===== config.mk =====
export PLATFORM = sky130hd
export DESIGN_NAME = riscv_lsu_align
export DESIGN_NICKNAME = d
export VERILOG_FILES = /design/src/rtl/riscv_lsu_align.sv
export SDC_FILE = /design/constraint.sdc
export NUM_CORES = 1
export LEC_CHECK = 0
export CAP_MARGIN = 20
export CORE_MARGIN = 2
export CORE_UTILIZATION = 45
export DETAILED_ROUTE_END_ITERATION = 10
export GPL_TIMING_DRIVEN = 0
export PLACE_DENSITY = 0.74
export SYNTH_ARGS = -nofsm -noshare
export SYNTH_HDL_FRONTEND = slang
export SYNTH_SLANG_ARGS = --single-unit

===== constraint.sdc =====
create_clock -name clk -period 7.25 [get_ports clk]
set_input_delay 1.0875 -clock clk [delete_from_list [all_inputs] [get_ports clk]]
set_output_delay 1.0875 -clock clk [all_outputs]
set_load 0.02 [all_outputs]

===== src/rtl/riscv_lsu_align.sv =====
`default_nettype none
// ============================================================================
// Module  : riscv_lsu_align
// Brief   : RISC-V load/store alignment unit; maps byte/half/word/double
//           accesses onto an NB-byte bus, splitting lane-crossing ones in two.
// Revision: 1.0
// ============================================================================
module riscv_lsu_align #(
    parameter int XLEN   = 64,
    parameter int ADDR_W = 64
) (
    input  logic                clk,
    input  logic                rst,
    input  logic                req_valid,
    output logic                req_ready,
    input  logic                req_write,
    input  logic                req_read,
    input  logic [2:0]          func_code,
    input  logic [ADDR_W-1:0]   req_addr,
    input  logic [XLEN-1:0]     req_wdata,
    output logic                mem_valid,
    input  logic                mem_ready,
    output logic                mem_write,
    output logic [ADDR_W-1:0]   mem_addr,
    output logic [XLEN-1:0]     mem_wdata,
    output logic [XLEN/8-1:0]   mem_mask,
    input  logic [XLEN-1:0]     mem_rdata,
    output logic                resp_valid,
    output logic [XLEN-1:0]     resp_rdata,
    output logic                resp_error,
    output logic                resp_split
);

    localparam int NB    = XLEN / 8;
    localparam int OFF_W = $clog2(NB);
    localparam logic [ADDR_W-1:0] c_BEAT_STEP = ADDR_W'(NB);
    localparam logic [4:0]        c_NB5       = 5'(NB);

    typedef enum logic [1:0] {
        S_IDLE  = 2'd0,
        S_BEAT0 = 2'd1,
        S_BEAT1 = 2'd2,
        S_RESP  = 2'd3
    } state_t;

    state_t             state_q;
    logic               write_q;
    logic [2:0]         func_q;
    logic [OFF_W-1:0]   off_q;
    logic [XLEN-1:0]    wdata_q;
    logic               split_q;
    logic [XLEN-1:0]    rdlo_q;

    logic [2:0]         w_func;
    logic [OFF_W-1:0]   w_off;
    logic [XLEN-1:0]    w_wdata;
    logic [4:0]         w_size;
    logic [4:0]         w_end;
    logic               w_split;
    logic               w_err;
    logic [2*NB-1:0]    w_szmask;
    logic [2*NB-1:0]    w_mwide;
    logic [2*XLEN-1:0]  w_dwide;
    logic [2*XLEN-1:0]  w_rwide;
    logic [XLEN-1:0]    w_rd_lo;
    logic [XLEN-1:0]    w_rd_hi;

    // Lane math runs on the live request while idle, on the latched copy afterwards.
    assign w_func  = (state_q == S_IDLE) ? func_code              : func_q;
    assign w_off   = (state_q == S_IDLE) ? req_addr[OFF_W-1:0]    : off_q;
    assign w_wdata = (state_q == S_IDLE) ? req_wdata              : wdata_q;

    assign w_size  = 5'd1 << w_func[1:0];
    assign w_end   = 5'(w_off) + w_size;
    assign w_split = (w_end > c_NB5);

    assign w_err = (func_code == 3'b111)
                || ((XLEN == 32) && (func_code == 3'b011))
                || (func_code[2] && req_write)
                || (req_read == req_write);

    always_comb begin
        w_szmask = '0;
        unique case (w_func[1:0])
            2'd0:    w_szmask[0]   = 1'b1;
            2'd1:    w_szmask[1:0] = '1;
            2'd2:    w_szmask[3:0] = '1;
            default: w_szmask[7:0] = '1;
        endcase
    end

    // Lower half of each double-width shift is beat 0, upper half is beat 1.
    assign w_mwide = w_szmask << w_off;
    assign w_dwide = {{XLEN{1'b0}}, w_wdata} << {w_off, 3'b000};

    // Read data shifted the other way: upper half lands low bytes, lower half the spill.
    assign w_rwide = {mem_rdata, {XLEN{1'b0}}} >> {off_q, 3'b000};
    assign w_rd_lo = w_rwide[2*XLEN-1:XLEN];
    assign w_rd_hi = w_rwide[XLEN-1:0];

    function automatic logic [XLEN-1:0] f_extend(input logic [XLEN-1:0] d,
                                                 input logic [2:0]      fc);
        logic [XLEN-1:0] r;
        int              nbits;
        logic            fill;
        nbits = 8 << fc[1:0];
        if (nbits > XLEN) nbits = XLEN;
        fill = ~fc[2] & d[nbits-1];
        r = d;
        for (int i = 0; i < XLEN; i++) begin
            if (i >= nbits) r[i] = fill;
        end
        return r;
    endfunction

    always_ff @(posedge clk) begin
        if (rst) begin
            state_q    <= S_IDLE;
            req_ready  <= 1'b1;
            mem_valid  <= 1'b0;
            mem_write  <= 1'b0;
            mem_addr   <= '0;
            mem_wdata  <= '0;
            mem_mask   <= '0;
            resp_valid <= 1'b0;
            resp_rdata <= '0;
            resp_error <= 1'b0;
            resp_split <= 1'b0;
            write_q    <= 1'b0;
            func_q     <= '0;
            off_q      <= '0;
            wdata_q    <= '0;
            split_q    <= 1'b0;
            rdlo_q     <= '0;
        end else begin
            unique case (state_q)
                S_IDLE: begin
                    if (req_valid) begin
                        req_ready <= 1'b0;
                        write_q   <= req_write;
                        func_q    <= func_code;
                        off_q     <= req_addr[OFF_W-1:0];
                        wdata_q   <= req_wdata;
                        if (w_err) begin
                            split_q    <= 1'b0;
                            state_q    <= S_RESP;
                            resp_valid <= 1'b1;
                            resp_error <= 1'b1;
                            resp_rdata <= '0;
                            resp_split <= 1'b0;
                        end else begin
                            split_q   <= w_split;
                            state_q   <= S_BEAT0;
                            mem_valid <= 1'b1;
                            mem_write <= req_write;
                            mem_addr  <= {req_addr[ADDR_W-1:OFF_W], {OFF_W{1'b0}}};
                            mem_mask  <= w_mwide[NB-1:0];
                            mem_wdata <= w_dwide[XLEN-1:0];
                        end
                    end
                end
                S_BEAT0: begin
                    if (mem_ready) begin
                        if (split_q) begin
                            state_q   <= S_BEAT1;
                            mem_addr  <= mem_addr + c_BEAT_STEP;
                            mem_mask  <= w_mwide[2*NB-1:NB];
                            mem_wdata <= w_dwide[2*XLEN-1:XLEN];
                            rdlo_q    <= w_rd_lo;
                        end else begin
                            state_q    <= S_RESP;
                            mem_valid  <= 1'b0;
                            mem_mask   <= '0;
                            mem_wdata  <= '0;
                            resp_valid <= 1'b1;
                            resp_split <= 1'b0;
                            resp_rdata <= write_q ? '0 : f_extend(w_rd_lo, func_q);
                        end
                    end
                end
                S_BEAT1: begin
                    if (mem_ready) begin
                        state_q    <= S_RESP;
                        mem_valid  <= 1'b0;
                        mem_mask   <= '0;
                        mem_wdata  <= '0;
                        resp_valid <= 1'b1;
                        resp_split <= 1'b1;
                        resp_rdata <= write_q ? '0 : f_extend(rdlo_q | w_rd_hi, func_q);
                    end
                end
                default: begin
                    state_q    <= S_IDLE;
                    req_ready  <= 1'b1;
                    resp_valid <= 1'b0;
                    resp_error <= 1'b0;
                    resp_split <= 1'b0;
                    resp_rdata <= '0;
                end
            endcase
        end
    end

endmodule
`default_nettype wire

=== After elaboration in Yosys (flattened, before gate mapping) ===
Index checks and enable logic that the tools add are counted.

* Div/mod/pow operators: 0
* $add $sub $neg: 4
* Reductions and logical operators: 20
* Shifts and indexed selects: 5
* Multipliers: 0
* Equal/unequal tests: 13
* Muxes and demuxes: 198
* Bitwise gates (word level): 6
* $lt $le $gt $ge: 132

{| class="wikitable"
|+ Operator list
! operator !! number
|-
| $ge A7 B32 Y1 const A || 64
|-
| $mux W64 || 17
|-
| $ge A6 B32 Y1 const A || 32
|-
| $ge A5 B32 Y1 const A || 16
|-
| $pmux W64 S3 || 2
|-
| $ge A4 B32 Y1 const A || 8
|-
| $mux W32 || 8
|-
| $mux W1 || 148
|-
| $ge A3 B32 Y1 const A || 4
|-
| $pmux W64 S2 || 1
|-
| $shl A64 B6 Y128 || 1
|-
| $shr A128 B6 Y128 || 1
|-
| $add A64 B4 Y64 const B || 1
|-
| $ge A1 B32 Y1 const A || 2
|-
| $ge A2 B32 Y1 const A || 2
|-
| $lt A32 B8 Y1 const B || 2
|-
| $or A64 B64 Y64 || 1
|-
| $sub A32 B2 Y32 const B || 2
|-
| $mux W8 || 5
|-
| $gt A32 B8 Y1 const B || 1
|-
| $shl A4 B2 Y32 const A || 1
|-
| $pmux W8 S3 || 1
|-
| $shl A8 B3 Y16 || 1
|-
| $reduce_and A5 Y1 || 3
|-
| 27 further kinds || 54
|}

* RAM bits: 0
* Flip-flop bits (word level): 344
* Bits in latches: 0
* Memories kept: 0
* Memory bits (read-only): 0
* Logic and storage cells: 395

=== Logic depth before layout (Yosys ltp) ===
* Depth in word-level cells: 17
* Gate-level depth with buffers: 14

=== Worst setup path before layout ===
OpenSTA, ideal clock, no wires.

* Path kind: register to register
* From: register func_q[1]
* To: register resp_rdata[48]
* Setup time: 0.138 ns
* Setup slack: 3.981 ns
* Data arrival time: 3.131 ns
* Required time: 7.112 ns
* Stages on the path, launching flop included: 14
* Clock period less this slack: 3.269 ns
* Cell sequence: dfxtp_1 > clkbuf_1 > clkbuf_1 > buf_1 > buf_1 > nand2b_1 > ha_1 > inv_1 > o21ai_0 > o22ai_1 > o211a_1 > nand2b_1 > buf_1 > o221ai_1

* Word-level cells in the longest chain between the ends: 17
* Elaborated cells between the ends (all ways): 30

{| class="wikitable"
|+ Ends and longest elaborated chain
! element !! line !! source
|-
| start, declared || 48 || <nowiki>logic [2:0] func_q;</nowiki>
|-
| start signal, assigned || 141 || <nowiki>func_q <= func_code;</nowiki>
|-
| $shl A4 B2 Y32 (*) || 106 || <nowiki>nbits = 8 << fc[1:0];</nowiki>
|-
| $gt A32 B8 Y1 || 107 || <nowiki>if (nbits > XLEN) nbits = XLEN;</nowiki>
|-
| $mux W32 (*) || 107 ||
|-
| $mux W32 || 164 || <nowiki>if (split_q) begin</nowiki>
|-
| $mux W32 || 163 || <nowiki>if (mem_ready) begin</nowiki>
|-
| $mux W32 || 136 || <nowiki>unique case (state_q)</nowiki>
|-
| $mux W32 || 117 || <nowiki>if (rst) begin</nowiki>
|-
| $sub A32 B2 Y32 || 108 || <nowiki>fill = ~fc[2] & d[nbits-1];</nowiki>
|-
| $bmux W1 S6 || 108 ||
|-
| $mux W1 (implied by the code) (2 in series) || 108 ||
|-
| $and A1 B1 Y1 || 108 ||
|-
| $mux W1 || 111 || <nowiki>if (i >= nbits) r[i] = fill;</nowiki>
|-
| $mux W64 || 177 || <nowiki>resp_rdata <= write_q ? '0 : f_extend(w_rd_lo, func_q);</nowiki>
|-
| $mux W64 || 164 ||
|-
| $mux W64 || 163 ||
|-
| $pmux W64 S3 (*) || 136 ||
|-
| end signal, assigned || 177 ||
|-
| end signal, assigned || 189 || <nowiki>resp_rdata <= write_q ? '0 : f_extend(rdlo_q | w_rd_hi, func_q);</nowiki>
|-
| end, declared || 29 || <nowiki>output logic [XLEN-1:0] resp_rdata,</nowiki>
|}

Every way passes the cells marked *; elsewhere a longest branch is shown, timed or not. The select of a mux whose other input is x is not followed.
A chain may end at the register's enable or synchronous reset.

=== Final worst setup path ===
* From: register func_q[1]
* To: register resp_rdata[39]

The elaborated chain is that of the path after synthesis.

==> flow_metrics.tcl <==
set metrics [dict create \
    swShare 0.501 \
    ctsRootBufferMaster "clkbuf_16" \
    hpwl_mm 89.5 \
    boundaryPins 407 \
    startpoint_type "flop" \
    ys_types 74 \
    path_cells "clkbuf_1 > clkbuf_1 > buf_1 > buf_1 > nand2b_1 > ha_1 > inv_1 > a221oi_1 > o2bb2ai_1 > o2111ai_1 > clkbuf_1 > nor2_1 > a21oi_1 > o211ai_1" \
    worstSetupEndpointType "flop" \
    grt_pass1_vias 24900 \
    ir_drop_uv 303 \
    fin_worst_skew_ns 0.0170 \
    p_leak_nw 9.46 \
    track_usage 0.474 \
    grt-ovfl-total 0 \
    hold_viol 0 \
    crit_family "buffers and inverters" \
    clock_path_buffers 3 \
    powerDensity_mw_per_mm2 426 \
    setup.worst_path.class "reg -> reg" \
    drt-wirelength-per-cell_microns 30.8 \
    fmax_mhz 208 \
    vias 26400 \
    postSynthCellCount 2795 \
    crit_slowest_cell "clkbuf_1" \
    slew_headroom 0.167 \
    dieArea_sq_mm 0.0485 \
    ys_seq_elements 341 \
    layout-drive-gt1-share 0.0656 \
    diodes 0 \
    drv_slew 0 \
    drt-initial-drc-count 4294 \
    fill_cells 4309 \
    worst_slew_pin_slew_ns 1.25 \
    holdWs_ns 0.459 \
    run_status "finished with violations" \
    cts_tree "built" \
    post_cts_resized 0 \
    avgSynthCellArea_sq_um 7.53 \
    rsz0062_at_grt "false" \
    p_comb_frac 0.561 \
    setup_viol 0 \
    tns_ns 0 \
    cp.required_ns 7.66 \
    antenna_found_initial 3 \
    multi_input_area_sq_mm 0.0132 \
    regArea_sq_mm 0.00683 \
    cp_max_fo 10 \
    grt_pass1_wl_mm 167 \
    path_buf_inv 6 \
    drv_cap 0 \
    clkSinkCount 341 \
    area_delta_synth_final_pct 29.9 \
    numPortBuffers 401 \
    clk_pin_slew_worst_paths_ns 0.07 \
    clock_latency_ns 0.60 \
    synth_edf_count 0 \
    violations "design-rule violations" \
    cts_setup_buffers 0 \
    fp.dieW_microns 220 \
    htree_levels 2 \
    routed_wl_mm 120 \
    fin_crit_ns 4.80 \
    crit_top_cell "clkbuf_1" \
    p_seq_frac 0.241 \
    cts_made_buffers 40 \
    drtPass1Iterations 10 \
    rows 79 \
    switchingPower_mw 5.84 \
    start_util 0.454 \
    synth_area_sq_mm 0.0211 \
    yosysWarnings 0 \
    core_area_sq_mm 0.0464 \
    die_h_microns 220 \
    viasPerCell 6.79 \
    grt_max_degree 15 \
    slowest_delay_ns 0.73 \
    intPower_mw 5.82 \
    num-nets-final 3457 \
    gp_congestion 1.08 \
    post-route-period-util 0.663 \
    hold_path.class "reg -> reg" \
    ys.flop_type "dfxtp_1" \
    ys_seq_area_frac 0.324 \
    critical_path_arrival_ns 5.21 \
    drc_errors 1 \
    cts_hold_buf 0 \
    clock_power_share 0.198 \
    synthArstFlopShare 0 \
    ant_nets 0 \
]
[cell usage after synthesis, types with 26 or more instances]
cell type / n / area [sq um]
a21oi_1: 301 / 1510
nand3_1: 58 / 290
a211oi_1: 74 / 556
o21ai_0: 155 / 776
o221ai_1: 33 / 289
a22oi_1: 72 / 541
clkbuf_1: 218 / 818
a311oi_1: 40 / 350
buf_1: 26 / 97.6
mux2i_1: 182 / 1820
nand2_1: 432 / 1620
mux2_2: 102 / 1150
nor2_1: 308 / 1160
nor3_1: 61 / 305
nor2b_1: 28 / 175
dfxtp_1: 341 / 6830
[routing by layer]
metal | GRT usage | up-vias | routed length, microns
met2 | 0.704 | 2305 | 50400
met1 | 0.573 | 12400 | 43200
li1 | - | 11100 | -
met5 | 0 | - | 18
met3 | 0.123 | 617 | 14200
met4 | 0.398 | 2 | 11900
[worst min-delay path, delay by kind of cell, from the launching register on]
| family | cells | cell delay (ns) |
|---|---|---|
| AOI/OAI and AO/OA | 1 | 0.05 |
| DFF | 1 | 0.31 |
| and+or+nand+nor | 1 | 0.05 |
[power groups by stage]
stage / Sequential, mW / Clock (mW) / Combinational (mW)
6_report: 2.81 / 2.31 / 6.54
3_5_place_dp: 2.80 / 0 / 6.17
4_1_cts: 2.77 / 2.28 / 6.21
5_1_grt: 2.83 / 2.36 / 6.74
2_1_floorplan: 3.08 / 0 / 3.11
3_3_place_gp: 2.79 / 0 / 6.12
[placed cells by master, fill, tap and decap left out, types with 40 or more instances in the layout]
master,instances
mux2_2,102
a211oi_1,74
a22oi_1,72
mux2i_1,182
a311oi_1,40
dfxtp_1,341
clkdlybuf4s50_1,401
o21ai_0,155
nand3_1,58
clkbuf_1,220
a21oi_1,301
nand2_1,432
nor2_1,308
nor3_1,61
clkbuf_16,41
[through the flow]
step                cell area (sq um)  instances  power, mW  worst slack [ns]   util
finish                          27400       3883       11.7              2.45  0.590
global route                    27400       3883       11.9              2.32  0.590
floorplan                       21100       2797       6.19              3.98      -
detailed placement              25900       3806       8.97              2.72  0.558
CTS                             27300       3879       11.3              2.76  0.589
global placement                25800       3805       8.91              1.56  0.557
[path summary, 6_finish.rpt]
check              endpoint  slack (ns)  cells after the start       start
min              rdlo_q[60]        0.46                      2  rdlo_q[60]
max          resp_rdata[39]        2.45                     14   func_q[1]
max reg2reg  resp_rdata[39]        2.45                     14   func_q[1]
min reg2reg      rdlo_q[60]        0.46                      2  rdlo_q[60]
[final cells by class]
class,instances,share of cell area
timing repair buffer,406,0.148
multi-input combinational,2175,0.481
inverter,27,0.00371
clock buffer,51,0.0418
buffer,254,0.0358
sequential,341,0.250
tap,607,0.0278
clock inverter,22,0.0116
[cell families after synthesis]
group	count (synthesis)	share of synthesized area
compound gates	866	0.265
flops	341	0.324
mux	287	0.144
simple gates	1005	0.207
fa+ha+maj	12	0.00701
buf+inv	281	0.0513
xor+xnor	2	0.000832
other cells	1	0.000178
[flip-flops by register name (all words and copies together) (netlist names), 2 cells and up]
signal,cells
func_q,3
mem_addr,61
mem_mask,8
mem_wdata,64
off_q,3
rdlo_q,64
resp_rdata,64
state_q,2
wdata_q,64
Note: power is estimated with default switching activity, not from simulation.
